$ cat src/rtl/operand_reader_pkg.sv
// Shared definitions for the register-read stage: index width, stall causes
// and the per-source operand resolution helper.
package operand_reader_pkg;

    localparam int GPR_IDX_W = 5;

    typedef logic [GPR_IDX_W-1:0] gpr_idx_t;

    typedef enum logic [2:0] {
        OPRD_STALL_NONE   = 3'd0,
        OPRD_STALL_RS1    = 3'd1,
        OPRD_STALL_RS2    = 3'd2,
        OPRD_STALL_STRUCT = 3'd3,
        OPRD_STALL_BP     = 3'd4
    } stall_cause_t;

    typedef struct packed {
        logic [31:0] val;
        logic        hazard;
        logic        bypass;
    } src_res_t;

    // A source is clean when nothing is in flight for it, or when exactly one
    // write is pending and that write is landing this very cycle.
    function automatic src_res_t resolve_src(gpr_idx_t rs, logic [1:0] cnt,
                                             logic [31:0] gpr_val, logic wb_we,
                                             gpr_idx_t wb_rd, logic [31:0] wb_data);
        src_res_t res;
        res = '0;
        if (rs != '0) begin
            if (cnt == 2'd0) begin
                res.val = gpr_val;
            end else if (cnt == 2'd1 && wb_we && wb_rd == rs) begin
                res.val    = wb_data;
                res.bypass = 1'b1;
            end else begin
                res.hazard = 1'b1;
            end
        end
        return res;
    endfunction

endpackage

$ cat src/rtl/operand_reader_if.sv
// Issue, writeback, execute-side and trace signals of the register-read stage.
interface operand_reader_if;
    import operand_reader_pkg::*;

    logic         in_valid;
    logic         in_ready;
    gpr_idx_t     rs1;
    gpr_idx_t     rs2;
    gpr_idx_t     rd;
    logic         rd_we;
    logic [31:0]  pc;
    logic [31:0]  gpr [1:31];
    logic         wb_we;
    gpr_idx_t     wb_rd;
    logic [31:0]  wb_data;
    logic         out_valid;
    logic         out_ready;
    logic [31:0]  rs1_val;
    logic [31:0]  rs2_val;
    gpr_idx_t     out_rd;
    logic         out_rd_we;
    logic [31:0]  out_pc;
    logic [31:0]  stall_cnt;
    logic         trace_accept;
    logic         trace_stall;
    logic         trace_bypass;
    logic         trace_err;
    stall_cause_t trace_cause;

    modport master (
        output in_valid, rs1, rs2, rd, rd_we, pc, gpr, wb_we, wb_rd, wb_data, out_ready,
        input  in_ready, out_valid, rs1_val, rs2_val, out_rd, out_rd_we, out_pc,
               stall_cnt, trace_accept, trace_stall, trace_bypass, trace_err, trace_cause
    );

    modport slave (
        input  in_valid, rs1, rs2, rd, rd_we, pc, gpr, wb_we, wb_rd, wb_data, out_ready,
        output in_ready, out_valid, rs1_val, rs2_val, out_rd, out_rd_we, out_pc,
               stall_cnt, trace_accept, trace_stall, trace_bypass, trace_err, trace_cause
    );

endinterface

$ cat src/rtl/operand_reader_gpr_scoreboard.sv
// Per-register count of outstanding writes (x1..x31), saturating in both
// directions; x0 has no entry.
module gpr_scoreboard
    import operand_reader_pkg::*;
#(
    parameter int MAX_INFLIGHT = 3
) (
    input  logic       clk,
    input  logic       rst_n,
    input  logic       inc_en,
    input  gpr_idx_t   inc_rd,
    input  logic       dec_en,
    input  gpr_idx_t   dec_rd,
    input  gpr_idx_t   rs1,
    input  gpr_idx_t   rs2,
    input  gpr_idx_t   rd,
    output logic [1:0] cnt_rs1,
    output logic [1:0] cnt_rs2,
    output logic [1:0] cnt_rd,
    output logic       dec_err
);

    localparam logic [1:0] CNT_MAX = 2'(MAX_INFLIGHT);

    logic [1:0]  cnt [1:31];
    logic [31:1] inc_hit;
    logic [31:1] dec_hit;
    logic [1:0]  cnt_dec;

    always_comb begin
        inc_hit = '0;
        dec_hit = '0;
        for (int r = 1; r < 32; r++) begin
            inc_hit[r] = inc_en && (inc_rd == gpr_idx_t'(r));
            dec_hit[r] = dec_en && (dec_rd == gpr_idx_t'(r));
        end
    end

    assign cnt_rs1 = (rs1 == '0) ? 2'd0 : cnt[rs1];
    assign cnt_rs2 = (rs2 == '0) ? 2'd0 : cnt[rs2];
    assign cnt_rd  = (rd == '0)  ? 2'd0 : cnt[rd];
    assign cnt_dec = (dec_rd == '0) ? 2'd0 : cnt[dec_rd];

    // A writeback with nothing outstanding is a stray and leaves the count alone.
    assign dec_err = dec_en && (dec_rd != '0) && (cnt_dec == 2'd0)
                     && !(inc_en && inc_rd == dec_rd);

    always_ff @(posedge clk or negedge rst_n) begin
        if (!rst_n) begin
            for (int r = 1; r < 32; r++) cnt[r] <= 2'd0;
        end else begin
            for (int r = 1; r < 32; r++) begin
                if (inc_hit[r] && !dec_hit[r] && cnt[r] != CNT_MAX)
                    cnt[r] <= cnt[r] + 2'd1;
                else if (dec_hit[r] && !inc_hit[r] && cnt[r] != 2'd0)
                    cnt[r] <= cnt[r] - 2'd1;
            end
        end
    end

endmodule

$ cat src/rtl/operand_reader.sv
// Register-read stage: resolves rs1/rs2 against the GPR file, the writeback
// bypass and the scoreboard, and holds one operand slot for execute.
module operand_reader
    import operand_reader_pkg::*;
#(
    parameter int MAX_INFLIGHT = 3
) (
    input logic              clk,
    input logic              rst_n,
    input logic              en_trace,
    operand_reader_if.slave  bus
);

    logic [1:0]   cnt_rs1, cnt_rs2, cnt_rd;
    logic         dec_err;
    logic [31:0]  gpr_rs1, gpr_rs2;
    src_res_t     res1, res2;
    logic         struct_haz, hazard, in_ready, accept, wb_dec, rd_inc;
    stall_cause_t cause;

    logic         out_valid;
    logic [31:0]  rs1_val, rs2_val, out_pc, stall_cnt;
    gpr_idx_t     out_rd;
    logic         out_rd_we;

    assign wb_dec = bus.wb_we && (bus.wb_rd != '0);
    assign rd_inc = accept && bus.rd_we && (bus.rd != '0);

    gpr_scoreboard #(.MAX_INFLIGHT(MAX_INFLIGHT)) u_scoreboard (
        .clk     (clk),
        .rst_n   (rst_n),
        .inc_en  (rd_inc),
        .inc_rd  (bus.rd),
        .dec_en  (wb_dec),
        .dec_rd  (bus.wb_rd),
        .rs1     (bus.rs1),
        .rs2     (bus.rs2),
        .rd      (bus.rd),
        .cnt_rs1 (cnt_rs1),
        .cnt_rs2 (cnt_rs2),
        .cnt_rd  (cnt_rd),
        .dec_err (dec_err)
    );

    assign gpr_rs1 = (bus.rs1 == '0) ? 32'd0 : bus.gpr[bus.rs1];
    assign gpr_rs2 = (bus.rs2 == '0) ? 32'd0 : bus.gpr[bus.rs2];

    assign res1 = resolve_src(bus.rs1, cnt_rs1, gpr_rs1, bus.wb_we, bus.wb_rd, bus.wb_data);
    assign res2 = resolve_src(bus.rs2, cnt_rs2, gpr_rs2, bus.wb_we, bus.wb_rd, bus.wb_data);

    // A full counter only blocks a new writer if no slot frees up this cycle.
    assign struct_haz = bus.rd_we && (bus.rd != '0) && (cnt_rd == 2'(MAX_INFLIGHT))
                        && !(wb_dec && bus.wb_rd == bus.rd);
    assign hazard   = res1.hazard || res2.hazard || struct_haz;
    assign in_ready = !hazard && (!out_valid || bus.out_ready);
    assign accept   = bus.in_valid && in_ready;

    always_comb begin
        cause = OPRD_STALL_NONE;
        if (bus.in_valid && !in_ready) begin
            if (res1.hazard)      cause = OPRD_STALL_RS1;
            else if (res2.hazard) cause = OPRD_STALL_RS2;
            else if (struct_haz)  cause = OPRD_STALL_STRUCT;
            else                  cause = OPRD_STALL_BP;
        end
    end

    always_ff @(posedge clk or negedge rst_n) begin
        if (!rst_n) begin
            out_valid <= 1'b0;
            rs1_val   <= '0;
            rs2_val   <= '0;
            out_rd    <= '0;
            out_rd_we <= 1'b0;
            out_pc    <= '0;
            stall_cnt <= '0;
        end else begin
            if (accept) begin
                out_valid <= 1'b1;
                rs1_val   <= res1.val;
                rs2_val   <= res2.val;
                out_rd    <= bus.rd;
                out_rd_we <= bus.rd_we;
                out_pc    <= bus.pc;
            end else if (out_valid && bus.out_ready) begin
                out_valid <= 1'b0;
            end
            if (bus.in_valid && !in_ready && stall_cnt != 32'hFFFF_FFFF)
                stall_cnt <= stall_cnt + 32'd1;
        end
    end

    assign bus.in_ready     = in_ready;
    assign bus.out_valid    = out_valid;
    assign bus.rs1_val      = rs1_val;
    assign bus.rs2_val      = rs2_val;
    assign bus.out_rd       = out_rd;
    assign bus.out_rd_we    = out_rd_we;
    assign bus.out_pc       = out_pc;
    assign bus.stall_cnt    = stall_cnt;
    assign bus.trace_accept = en_trace && accept;
    assign bus.trace_stall  = en_trace && bus.in_valid && !in_ready;
    assign bus.trace_bypass = en_trace && accept && (res1.bypass || res2.bypass);
    assign bus.trace_err    = en_trace && dec_err;
    assign bus.trace_cause  = en_trace ? cause : OPRD_STALL_NONE;

endmodule

$ cat src/flat_wrapper.sv
// flat-port wrapper written by rule: the top's interface ports become plain ports
module operand_reader_flat import operand_reader_pkg::*;
#(
    parameter int MAX_INFLIGHT = 3
)
  (clk, rst_n, en_trace, bus_in_valid, bus_rs1, bus_rs2, bus_rd, bus_rd_we, bus_pc, bus_gpr, bus_wb_we, bus_wb_rd, bus_wb_data, bus_out_ready, bus_in_ready, bus_out_valid, bus_rs1_val, bus_rs2_val, bus_out_rd, bus_out_rd_we, bus_out_pc, bus_stall_cnt, bus_trace_accept, bus_trace_stall, bus_trace_bypass, bus_trace_err, bus_trace_cause);
  operand_reader_if bus_i ();
  input logic clk;
  input logic rst_n;
  input logic en_trace;
  input wire logic [$bits(bus_i.in_valid)-1:0] bus_in_valid;
  input wire logic [$bits(bus_i.rs1)-1:0] bus_rs1;
  input wire logic [$bits(bus_i.rs2)-1:0] bus_rs2;
  input wire logic [$bits(bus_i.rd)-1:0] bus_rd;
  input wire logic [$bits(bus_i.rd_we)-1:0] bus_rd_we;
  input wire logic [$bits(bus_i.pc)-1:0] bus_pc;
  input wire logic [$bits(bus_i.gpr)-1:0] bus_gpr;
  input wire logic [$bits(bus_i.wb_we)-1:0] bus_wb_we;
  input wire logic [$bits(bus_i.wb_rd)-1:0] bus_wb_rd;
  input wire logic [$bits(bus_i.wb_data)-1:0] bus_wb_data;
  input wire logic [$bits(bus_i.out_ready)-1:0] bus_out_ready;
  output wire logic [$bits(bus_i.in_ready)-1:0] bus_in_ready;
  output wire logic [$bits(bus_i.out_valid)-1:0] bus_out_valid;
  output wire logic [$bits(bus_i.rs1_val)-1:0] bus_rs1_val;
  output wire logic [$bits(bus_i.rs2_val)-1:0] bus_rs2_val;
  output wire logic [$bits(bus_i.out_rd)-1:0] bus_out_rd;
  output wire logic [$bits(bus_i.out_rd_we)-1:0] bus_out_rd_we;
  output wire logic [$bits(bus_i.out_pc)-1:0] bus_out_pc;
  output wire logic [$bits(bus_i.stall_cnt)-1:0] bus_stall_cnt;
  output wire logic [$bits(bus_i.trace_accept)-1:0] bus_trace_accept;
  output wire logic [$bits(bus_i.trace_stall)-1:0] bus_trace_stall;
  output wire logic [$bits(bus_i.trace_bypass)-1:0] bus_trace_bypass;
  output wire logic [$bits(bus_i.trace_err)-1:0] bus_trace_err;
  output wire logic [$bits(bus_i.trace_cause)-1:0] bus_trace_cause;
  assign bus_i.in_valid = bus_in_valid;
  assign bus_i.rs1 = bus_rs1;
  assign bus_i.rs2 = bus_rs2;
  assign bus_i.rd = bus_rd;
  assign bus_i.rd_we = bus_rd_we;
  assign bus_i.pc = bus_pc;
  assign bus_i.gpr = {>>{bus_gpr}};
  assign bus_i.wb_we = bus_wb_we;
  assign bus_i.wb_rd = bus_wb_rd;
  assign bus_i.wb_data = bus_wb_data;
  assign bus_i.out_ready = bus_out_ready;
  assign bus_in_ready = bus_i.in_ready;
  assign bus_out_valid = bus_i.out_valid;
  assign bus_rs1_val = bus_i.rs1_val;
  assign bus_rs2_val = bus_i.rs2_val;
  assign bus_out_rd = bus_i.out_rd;
  assign bus_out_rd_we = bus_i.out_rd_we;
  assign bus_out_pc = bus_i.out_pc;
  assign bus_stall_cnt = bus_i.stall_cnt;
  assign bus_trace_accept = bus_i.trace_accept;
  assign bus_trace_stall = bus_i.trace_stall;
  assign bus_trace_bypass = bus_i.trace_bypass;
  assign bus_trace_err = bus_i.trace_err;
  assign bus_trace_cause = bus_i.trace_cause;
  operand_reader #(.MAX_INFLIGHT(MAX_INFLIGHT)) u_core (.clk(clk), .rst_n(rst_n), .en_trace(en_trace), .bus(bus_i));
endmodule
$ cat config.mk
export PLATFORM = sky130hd
export DESIGN_NAME = operand_reader_flat
export DESIGN_NICKNAME = d
export VERILOG_FILES = /design/src/rtl/operand_reader_pkg.sv /design/src/rtl/operand_reader_if.sv /design/src/rtl/operand_reader_gpr_scoreboard.sv /design/src/rtl/operand_reader.sv /design/src/flat_wrapper.sv
export SDC_FILE = /design/constraint.sdc
export NUM_CORES = 1
export LEC_CHECK = 0
export BUFFER_PORTS_ARGS = -buffer_cell sky130_fd_sc_hd__buf_2
export CAP_MARGIN = 5
export CORE_AREA = 5 5 473 475
export CTS_BUF_LIST = sky130_fd_sc_hd__clkbuf_16
export DETAILED_ROUTE_END_ITERATION = 8
export DIE_AREA = 0 0 478 480
export GPL_TIMING_DRIVEN = 0
export SKIP_LAST_GASP = 1
export SLEW_MARGIN = 30
export SYNTH_ARGS = -nofsm -noshare
export SYNTH_HDL_FRONTEND = slang
export SYNTH_SLANG_ARGS = --single-unit
$ cat constraint.sdc
create_clock -name clk -period 3 [get_ports clk]
set_clock_uncertainty 0.2 [all_clocks]
set_input_delay 0.3 -clock clk [delete_from_list [all_inputs] [get_ports clk]]
set_output_delay 0.3 -clock clk [all_outputs]
set_load 0.05 [all_outputs]
== Yosys cells after proc, flatten, opt, wreduce, memory -nomap -nowiden ==
Index checks and enable logic that the tools add are counted.
W data, S select, Z words.

* Bits in registers: 197
* Input port bits: 1083
* Output and inout port bits: 143
* Word-level logic and storage cells: 671

* $add $sub $neg: 63
* Order comparisons: 4
* Equality and inequality tests: 101
* Mux-type cells: 105
* Bitwise gates (word level): 4
* Reduce and logical (&&, ||, !) cells: 356

{| class="wikitable"
|+ Operators by type and width
! cell !! count
|-
| $bmux W32 S5 || 2
|-
| $mux W32 || 10
|-
| $logic_and A1 B1 Y1 || 211
|-
| $eq A5 B5 Y1 const B || 32
|-
| $mux W2 || 76
|-
| $reduce_bool A2 Y1 || 63
|-
| $eq A5 B4 Y1 const B || 16
|-
| $mux W34 || 2
|-
| $logic_not A1 Y1 || 67
|-
| $add A2 B1 Y2 const B || 31
|-
| $ne A2 B2 Y1 const B || 31
|-
| $sub A2 B1 Y2 const B || 31
|-
| $bmux W2 S5 || 4
|-
| $eq A5 B3 Y1 const B || 8
|-
| $add A32 B1 Y32 const B || 1
|-
| $ne A32 B32 Y1 const B || 1
|-
| $ge A6 B6 Y1 const B || 4
|-
| $not A5 Y6 || 4
|-
| $eq A5 B2 Y1 const B || 4
|-
| $eq A5 B5 Y1 || 4
|-
| $logic_not A5 Y1 || 4
|-
| $reduce_bool A5 Y1 || 4
|-
| $mux W3 || 5
|-
| $eq A5 B1 Y1 const B || 2
|-
| other kinds (5) || 16
|}

== Depth between registers and ports, before layout ==
Gate-level depths: netlist of run 1.

* Word-level depth: 24
* Depth in mapped cells: 16
* Gate-level depth less buffers: 9

== By module ==
A second synthesis of run 1 with hierarchy kept.

* Cell total of the unflattened synthesis: 2556
* Area total of the unflattened synthesis: 27796.7 sq um

{| class="wikitable"
|+ Modules (own cells, without submodules)
! module !! times used !! cells each !! area an instance (sq um) !! seq. area each (sq um)
|-
| operand_reader || 1 || 1938 || 22248.8 || 3378.2
|-
| gpr_scoreboard || 1 || 618 || 5547.8 || 1551.5
|}

== Least setup slack after synthesis of run 1 ==
Ideal clock, no wire load.

* Path kind: input port to output port
* Start: in bus_wb_rd[1]
* End: out bus_trace_err
* Arrival time: 3.898 ns
* Data required time: 2.500 ns
* Slack: -1.398 ns
* Stages: 13
* Path buffers: 5
* Path through: buf_2 -> or2_2 -> buf_2 -> o41ai_2 -> nand3b_1 -> nand2_1 -> o41ai_4 -> or3_1 -> clkbuf_1 -> buf_2 -> buf_4 -> nor2_1 -> nor4_1

* Longest elaborated chain between the ends: 16
* Elaborated cells between the ends (all ways): 37
* Classes of those cells: eq/ne: 4; mux: 10; bitwise: 1; reduce/logical: 22

{| class="wikitable"
|+ RTL lines
! element !! RTL line !! source
|-
| start: declaration || flat_wrapper.sv:19 || <nowiki>input wire logic [$bits(bus_i.wb_rd)-1:0] bus_wb_rd;</nowiki>
|-
| $eq A5 B5 Y1 || operand_reader_pkg.sv:33 || <nowiki>end else if (cnt == 2'd1 && wb_we && wb_rd == rs) begin</nowiki>
|-
| $logic_and A1 B1 Y1 || operand_reader_pkg.sv:33 ||
|-
| $mux W1 || operand_reader_pkg.sv:33 ||
|-
| $mux W2 || operand_reader_pkg.sv:31 || <nowiki>if (cnt == 2'd0) begin</nowiki>
|-
| $mux W34 || operand_reader_pkg.sv:30 || <nowiki>if (rs != '0) begin</nowiki>
|-
| $logic_or A1 B1 Y1 (2 in a row) || operand_reader.sv:54 || <nowiki>assign hazard = res1.hazard || res2.hazard || struct_haz;</nowiki>
|-
| $logic_not A1 Y1 || operand_reader.sv:55 || <nowiki>assign in_ready = !hazard && (!out_valid || bus.out_ready);</nowiki>
|-
| $logic_and A1 B1 Y1 || operand_reader.sv:55 ||
|-
| $logic_and A1 B1 Y1 || operand_reader.sv:56 || <nowiki>assign accept = bus.in_valid && in_ready;</nowiki>
|-
| $logic_and A1 B1 Y1 (2 in a row) || operand_reader.sv:27 || <nowiki>assign rd_inc = accept && bus.rd_we && (bus.rd != '0);</nowiki>
|-
| $logic_and A1 B1 Y1 || operand_reader_gpr_scoreboard.sv:46 || <nowiki>&& !(inc_en && inc_rd == dec_rd);</nowiki>
|-
| $logic_not A1 Y1 || operand_reader_gpr_scoreboard.sv:46 ||
|-
| $logic_and A1 B1 Y1 (*) || operand_reader_gpr_scoreboard.sv:46 ||
|-
| $logic_and A1 B1 Y1 (*) || operand_reader.sv:104 || <nowiki>assign bus.trace_err = en_trace && dec_err;</nowiki>
|-
| end: declaration || flat_wrapper.sv:33 || <nowiki>output wire logic [$bits(bus_i.trace_err)-1:0] bus_trace_err;</nowiki>
|}

Every way passes the cells marked *; elsewhere a longest branch is shown, timed or not. The select of a mux whose other input is x is not followed.

== Worst setup path in the final report of run 1 ==
* Start: reg u_core.u_scoreboard.cnt[36] (netlist bit)
* End: out bus_trace_err

* Longest elaborated chain between the ends: 21
* Elaborated cells between the ends (all ways): 46
* Classes of those cells: eq/ne: 3; mux: 22; reduce/logical: 21

{| class="wikitable"
|+ RTL lines
! element !! RTL line !! source
|-
| start: declaration || operand_reader_gpr_scoreboard.sv:25 || <nowiki>logic [1:0] cnt [1:31];</nowiki>
|-
| start signal: indexed assignment || operand_reader_gpr_scoreboard.sv:54 || <nowiki>cnt[r] <= cnt[r] + 2'd1;</nowiki>
|-
| start signal: indexed assignment || operand_reader_gpr_scoreboard.sv:56 || <nowiki>cnt[r] <= cnt[r] - 2'd1;</nowiki>
|-
| $bmux W2 S5, on equally long branches || operand_reader_gpr_scoreboard.sv:39, operand_reader_gpr_scoreboard.sv:40 ||
|-
| $mux W2, on equally long branches (3 in a row) || operand_reader_gpr_scoreboard.sv:39, operand_reader_gpr_scoreboard.sv:40 ||
|-
| $eq A2 B1 Y1 || operand_reader_pkg.sv:33 ||
|-
| $logic_and A1 B1 Y1 (2 in a row) || operand_reader_pkg.sv:33 ||
|-
| $mux W1 || operand_reader_pkg.sv:33 ||
|-
| $mux W2 || operand_reader_pkg.sv:31 ||
|-
| $mux W34 || operand_reader_pkg.sv:30 ||
|-
| $logic_or A1 B1 Y1 (2 in a row) || operand_reader.sv:54 ||
|-
| $logic_not A1 Y1 || operand_reader.sv:55 ||
|-
| $logic_and A1 B1 Y1 || operand_reader.sv:55 ||
|-
| $logic_and A1 B1 Y1 || operand_reader.sv:56 ||
|-
| $logic_and A1 B1 Y1 (2 in a row) || operand_reader.sv:27 ||
|-
| $logic_and A1 B1 Y1 || operand_reader_gpr_scoreboard.sv:46 ||
|-
| $logic_not A1 Y1 || operand_reader_gpr_scoreboard.sv:46 ||
|-
| $logic_and A1 B1 Y1 (*) || operand_reader_gpr_scoreboard.sv:46 ||
|-
| $logic_and A1 B1 Y1 (*) || operand_reader.sv:104 ||
|}

Marked as above.

==> results of run 1 <==
## metrics by stage
| stage | power, mW | hold WS (ns) |
|---|---|---|
| 2_1_floorplan | 9.36 | -0.196 |
| 5_1_grt | 19.1 | 0.0498 |
| 3_5_place_dp | 14.4 | 0.0658 |
| 6_report | 18.5 | 0.0423 |
| 4_1_cts | 17.6 | 0.0477 |
| 3_3_place_gp | 14.1 | 0.250 |
## worst max path at each step
| stage | startpoint | to |
|---|---|---|
| final | u_core.u_scoreboard.cnt[36] | bus_trace_err |
| after global routing | u_core.u_scoreboard.cnt[44] | bus_trace_cause[0] |
| after CTS | u_core.u_scoreboard.cnt[26] | bus_trace_cause[0] |
| after detailed placement | bus_rs1[1] | u_core.bus.rs1_val[11] |
| after global placement | bus_rs2[4] | u_core.bus.rs2_val[23] |
| after floorplan | bus_wb_rd[1] | bus_trace_err |
## logic make-up (layout without fill, tap and decap cells)
family | Yosys count | after routing | synth area share (%)
buf+inv | 320 | 1787 | 4.98
flops | 197 | 197 | 17.4
compound gates | 426 | 426 | 10.8
other cells | 0 | 122 | 0
simple gates | 638 | 638 | 10.7
xor+xnor | 58 | 58 | 1.80
mux | 770 | 770 | 54.4
fa+ha+maj | 1 | 1 | 0.0442
## metal layers
layer,GRT usage [%],share of wire [%],up-vias
met3,6.58,9.4,654
li1,-,-,13000
met5,0,0.16,-
met1,27.7,36,17800
met4,11.2,6.2,74
met2,39.8,48,2811
## registers in the layout, indices dropped and copies added, names as in the netlist
signal,cells
u_core.bus.rs1_val,32
u_core.bus.out_rd_we,1
u_core.bus.stall_cnt,32
u_core.bus.rs2_val,32
u_core.bus.out_pc,32
u_core.u_scoreboard.cnt,62
u_core.bus.out_valid,1
u_core.bus.out_rd,5
## cell usage in the layout (no fill, tap or decap), types with 46 or more instances in the layout
master,instances
dlygate4sd3_1,64
diode_2,122
buf_12,49
buf_4,105
inv_1,58
clkbuf_2,46
mux4_2,605
buf_2,1237
nand2_1,176
nand2_2,64
nor2_1,96
mux2_2,74
nand2_4,47
a22o_1,76
dfrtp_1,156
a21oi_1,65
## Yosys cell counts, drive strengths merged (38+ instances only)
master	instances	area (sq um)
mux4	605	13600
nand2	287	1080
dfrtp	197	4930
clkbuf	149	561
buf	112	621
nor2	104	390
o21ai	101	521
mux2i	87	871
a22o	79	692
mux2	78	878
a21oi	74	370
inv	59	226
xor2	43	377
nand3	41	210
nor3	38	195
## worst register-to-register path, stage by stage, from the launching register on
cell	delay, ns
dfrtp_2	0.47
mux2_4	0.29
a311o_1	0.34
or4_4	0.43
o211ai_4	0.28
o21ai_4	0.09
buf_4	0.15
buf_6	0.11
buf_12	0.13
buf_12	0.13
buf_4	0.15
nor4_1	0.59
xor2_1	0.23
a22oi_1	0.08
## cell type report
cell class	instances	area [sq um]	area share, %
diodes	122	305	0.678
plain buffers	257	2410	5.35
clock buffers	17	425	0.944
clock inverters	15	194	0.430
inverters	59	226	0.503
multi-input cells	1893	23800	52.8
flip-flops and latches	197	4980	11.1
well taps	2871	3590	7.97
repair buffers	1439	9140	20.3
## power breakdown
group,internal (mW),switching (mW)
Clock,1.15,1.40
Sequential,3.32,0.762
Combinational,4.42,7.47
Total,8.88,9.63
## what timing repair did
item / 4_1_cts / 5_1_grt
endpoints found under the hold margin: 209 / 0
pin swaps: 8 / 123
endpoints found under the setup margin: 205 / 205
buffers inserted: 52 / 49
cloned: 8 / 11
hold buffers: 64 / 0
resized for setup: 401 / 395
==> key figures, run 1 <==
Placement
  – IO buf count: 1218
  – RD Place Congestion: 0.983
  – Final HPWL DP: 248 mm
  – Placed cells: 6537
  – Worst slack, placed: -3.00 ns
  – Placed Instance Area: 0.0396 sq mm

STA
  – Worst-Margin Slew: 1.03 ns
  – Period utilization: 135%
  – Setup TNS: -93.04 ns
  – Crit path setup slack, layout: -1.05 ns
  – Slew margin rel.: 31.5%
  – F_max: 0.247 GHz
  – RSZ-0062 raised after global routing: yes
  – Final Hold Violating Endpoints: 0
  – Final setup fails: 205
  – Post-layout min period: 4.05 ns
  – Slew Viols, Final: 0

Floorplanning
  – Die height: 480 microns
  – Core ar.: 0.219 sq mm
  – # rows: 172
  – I/O pins: 1226
  – Die width: 478 microns
  – Initial Util: 12.9%
  – Die area: 0.229 sq mm

Yosys
  – Sequential share of the synthesized area: 17.4%
  – Syn Inst Count: 2410
  – Ys async rst share: 100%
  – Synth cell types: 84
  – Synthesized flop and latch total: 197
  – Most used DFF post-synth: dfrtp_1
  – EDFF count, synth: 0
  – Synth Warn #: 0
  – Synthesized area: 0.0283 sq mm
  – Syn Nets: 3494
  – Average cell area after synthesis: 11.7 sq um

Worst setup path
  – Crit Path Max Fanout: 5
  – RR Endpoint: u_core.u_scoreboard.cnt[16]
  – Slowest-stage cell, CP: dfrtp_2
  – CP peak stage delay: 0.47 ns
  – R2R Path Start: u_core.u_scoreboard.cnt[36]
  – CP cell instances: mux2_4, a311o_1, or4_4, o211ai_4, o21ai_4, or3_1, clkbuf_8, buf_12, buf_12, nor2_4, nor4_4, buf_6
  – FF-to-FF setup slack: -0.80 ns
  – Worst Path Buf+Inv: 4
  – Top Family by Delay on Critical Path: simple AND/OR/NAND/NOR gates
  – CP Capture Type: primary output
  – Most used cell along the critical path: buf_12
  – Worst-case reg-to-reg path depth: 13
  – WP depth: 12
  – Required time of the critical path: 2.50 ns
  – Setup crit start kind: flop
  – CP Data Arrival Time: 3.55 ns
  – WS Path Type: reg2out

Clock network
  – Total CTS buffers: 17
  – CTS max path bufs: 2
  – H-tree Lvls: 4
  – TritonCTS clock tree: built
  – Worst skew pair latency: 0.52 ns
  – CTS Root Buffer Type: clkbuf_16
  – Worst-path clk slew: 0.10 ns
  – Total clock sinks: 197

Cells and area
  – Area growth syn-to-layout: 59.3%
  – Post-route insts no fill: 6870
  – Fin area: 0.0450 sq mm
  – FILL cells: 23.9k
  – Post-layout util: 20.6%
  – Nets: 4948
  – Layout cells sized above 1: 68.4%

Min path
  – Hold-critical path depth: 3
  – Hold Startpoint: bus_wb_data[12]
  – Hold Path Class: in2reg
  – Worst Hold Path EP: u_core.bus.rs1_val[12]

Global route
  – GRT overflow: 0
  – Pin count of the biggest net entering global routing: 77
  – First-pass GRT wire length: 354 mm
  – Number of global-route vias before repair: 33.2k
  – Total Routing Usage GR: 23.6%
  – Initial antenna violation count: 177

Routing
  – ANT nets after route: 0
  – Drt initial violations: 4047
  – Via count: 34.3k
  – First-pass DRT Iterations: 5
  – Drt total wl: 285 mm
  – Wirelength per Cell: 41.5 microns
  – Via density: 5.00
  – DRC Markers: 0

Job
  – Max cap viols: 0

Power and ir drop
  – Max VDD drop: 0.474 mV
  – Leakage Power: 18.4 nW
  – Power Dens Cells: 411 mW/mm^2

Outcome
  – Failing checks: negative setup slack
  – Status: finished with violations
(Power assumes the default switching activity.)
==> run 2, diff against run 1 <==
--- a/config.mk
+++ b/config.mk
@@ -7,11 +7,12 @@
 export LEC_CHECK = 0
 export BUFFER_PORTS_ARGS = -buffer_cell sky130_fd_sc_hd__buf_2
 export CAP_MARGIN = 5
-export CORE_AREA = 5 5 473 475
+export CORE_AREA = 3 3 471 473
 export CTS_BUF_LIST = sky130_fd_sc_hd__clkbuf_16
 export DETAILED_ROUTE_END_ITERATION = 8
-export DIE_AREA = 0 0 478 480
+export DIE_AREA = 0 0 474 476
 export GPL_TIMING_DRIVEN = 0
+export SETUP_SLACK_MARGIN = 0.02
 export SKIP_LAST_GASP = 1
 export SLEW_MARGIN = 30
 export SYNTH_ARGS = -nofsm -noshare
==> run 2 against run 1 <==
The flow still finishes with violations (negative setup slack). Total power is 0.81% lower. Critical endpoint unchanged. Sequential share of layout area is 0.095 points higher. Die area is 1.7% lower. Worst hold slack worse by 0.036 ns. Combinational power hardly changed. Register-to-register slack worse by 0.13 ns. Critical path type unchanged. Core utilization is 0.13 points lower. Largest cell class unchanged. Setup slack worse by 0.022 ns. Highest routed layer unchanged. Wire length is 0.70% higher. Maximum frequency is 0.55% lower. Final cell count is 0.82% lower.
==> key figures, run 2 (synthesized netlist as in run 1, its figures left out) <==
Clock network
  – CTS Root Buffer Type: clkbuf_16
  – Total clock sinks: 197
  – TritonCTS clock tree: built
  – Total CTS buffers: 17
  – Worst-path clk slew: 0.09 ns
  – CTS max path bufs: 2
  – H-tree Lvls: 4
  – Worst skew pair latency: 0.51 ns

Job
  – Max cap viols: 0

Cells and area
  – Layout cells sized above 1: 67.6%
  – Commonest non-fill, non-tap cells in the layout: buf_2, mux4_2, nand2_1, dfrtp_1, nor2_1
  – Multi-input logic area: 0.0238 sq mm
  – Largest register by flop count: u_core.u_scoreboard.cnt
  – Nets: 4882
  – FILL cells: 23.7k
  – Fin area: 0.0445 sq mm
  – Sequential cell area: 0.00496 sq mm
  – Post-layout util: 20.5%
  – Most common cell after layout, fill and taps aside: buf_2
  – Post-route insts no fill: 6814
  – Max reg flops: 62
  – Area growth syn-to-layout: 57.2%

Worst setup path
  – CP peak stage delay: 0.49 ns
  – Worst-case reg-to-reg path depth: 15
  – Most used cell along the critical path: buf_12
  – Setup crit start kind: flop
  – Crit Path Max Fanout: 4
  – RR Endpoint: u_core.u_scoreboard.cnt[2]
  – WP depth: 12
  – Top Family by Delay on Critical Path: simple AND/OR/NAND/NOR gates
  – CP cell instances: mux2_4, a311o_1, or4_4, o211ai_4, o21ai_4, or3_1, clkbuf_8, buf_12, buf_12, nor2_4, nor4_4, buf_6
  – CP Capture Type: primary output
  – R2R Path Start: u_core.u_scoreboard.cnt[36]
  – CP Data Arrival Time: 3.57 ns
  – Slowest-stage cell, CP: dfrtp_2
  – Worst Path Buf+Inv: 4
  – Critical Path Start: u_core.u_scoreboard.cnt[36]
  – FF-to-FF setup slack: -0.93 ns
  – Required time of the critical path: 2.50 ns
  – Crit path to: bus_trace_err
  – WS Path Type: reg2out

Global route
  – Initial antenna violation count: 212
  – Pin count of the biggest net entering global routing: 85
  – Number of global-route vias before repair: 32.7k
  – GRT overflow: 0
  – Total Routing Usage GR: 24.1%
  – First-pass GRT wire length: 352 mm

Min path
  – Hold Path Class: in2reg

Power and ir drop
  – Leakage Power: 18.0 nW
  – Switching share of total power: 52.2%
  – P_int: 8.78 mW
  – Power Dens Cells: 413 mW/mm^2
  – Combinational power share: 63.8%
  – Power share of the clock group: 14.1%
  – Flop pwr share: 22.2%
  – Max VDD drop: 0.383 mV
  – Sw power: 9.59 mW

Floorplanning
  – I/O pins: 1226
  – # rows: 171
  – Die width: 474 microns
  – Initial Util: 13.0%
  – Die height: 476 microns
  – Die area: 0.226 sq mm
  – Core ar.: 0.217 sq mm

Outcome
  – Status: finished with violations
  – Failing checks: negative setup slack

STA
  – Period utilization: 136%
  – Slew Viols, Final: 0
  – RSZ-0062 raised after global routing: yes
  – Worst-Margin Slew: 1.21 ns
  – Slew margin rel.: 18.7%
  – Crit path setup slack, layout: -1.07 ns
  – F_max: 0.246 GHz
  – Hold WS: 0.00657 ns
  – Final Hold Violating Endpoints: 0
  – Post-layout min period: 4.07 ns
  – Final setup fails: 205

Routing
  – Metal3 WL: 27.0 mm
  – Uppermost routed layer: met5
  – Drt total wl: 287 mm
  – Via count: 34.3k
  – Detailed route wirelength on metal2: 136 mm
  – DRC Markers: 0
  – ANT nets after route: 0
  – First-pass DRT Iterations: 7
  – Wirelength per Cell: 42.2 microns
  – M1 wire length: 104 mm
  – Drt initial violations: 3993
  – Via density: 5.03

Placement
  – Placed Instance Area: 0.0395 sq mm
  – RD Place Congestion: 1.01
  – IO buf count: 1218
  – Final HPWL DP: 249 mm
  – Placed cells: 6515
[run 2: cell count changes in the layout (fill, tap and decap cells not counted), moves of 9 or more]
cell	before	now
buf_4	105	55
diode_2	122	149
dfrtp_1	156	175
dfrtp_2	41	22
nand2_1	176	190
nand2_2	64	54
o21ai_0	32	22
dlygate4sd3_1	64	55
[run 2: metrics by stage]
| stage | power, mW | TNS [ns] | setup slack, ns |
|---|---|---|---|
| final | 18.4 | -118.39 | -1.07 |
| after global routing | 19.0 | -126.31 | -1.13 |
| after CTS | 17.6 | -108.55 | -1.06 |
| after detailed placement | 14.3 | -294.84 | -2.69 |
| after global placement | 14.1 | -827.02 | -4.06 |
| after floorplan | 9.36 | -15.90 | -0.519 |
[run 2: worst min path at each step]
stage	to	depth (start not counted)	start
final	u_core.bus.rs1_val[26]	3	bus_wb_data[26]
after global routing	u_core.bus.rs1_val[22]	3	bus_wb_data[22]
after CTS	u_core.bus.rs1_val[26]	3	bus_wb_data[26]
after detailed placement	u_core.bus.stall_cnt[15]	1	rst_n
after global placement	u_core.bus.out_pc[15]	2	u_core.bus.out_pc[15]
after floorplan	u_core.bus.out_pc[0]	0	rst_n
[run 2: routing by layer]
metal	track usage [%]	vias up
met5	0	-
met4	13.7	84
met3	6.72	669
met2	40.0	2777
met1	28.0	17800
li1	-	12900
[run 2: layout make-up]
class | instances | share of cell area (%)
antenna | 149 | 0.839
sequential | 197 | 11.2
tap | 2854 | 8.03
multi-input combinational | 1893 | 53.5
inverter | 59 | 0.509
timing repair buffer | 1373 | 19.3
clock inverter | 15 | 0.487
buffer | 257 | 5.23
clock buffer | 17 | 0.957
[run 2: power groups by stage]
| stage | Sequential [mW] | Clock, mW | Combinational (mW) |
|---|---|---|---|
| after floorplan | 5.80 | 0 | 3.56 |
| after global placement | 3.90 | 0 | 10.2 |
| after detailed placement | 3.92 | 0 | 10.4 |
| after CTS | 3.88 | 2.63 | 11.0 |
| after global routing | 4.13 | 2.71 | 12.1 |
| final | 4.07 | 2.58 | 11.7 |
[run 2: repair_timing]
action,4_1_cts,5_1_grt
gates cloned,8,9
pin swaps,8,134
hold endpoints to repair,173,0
endpoints found under the setup margin,205,205
setup buffers,26,27
resized for setup,393,356
hold buffers,55,0
[run 2: worst min-delay path: stages]
cell and delay, ns:
buf_2 0.16, a21oi_1 0.14, o21ai_1 0.07
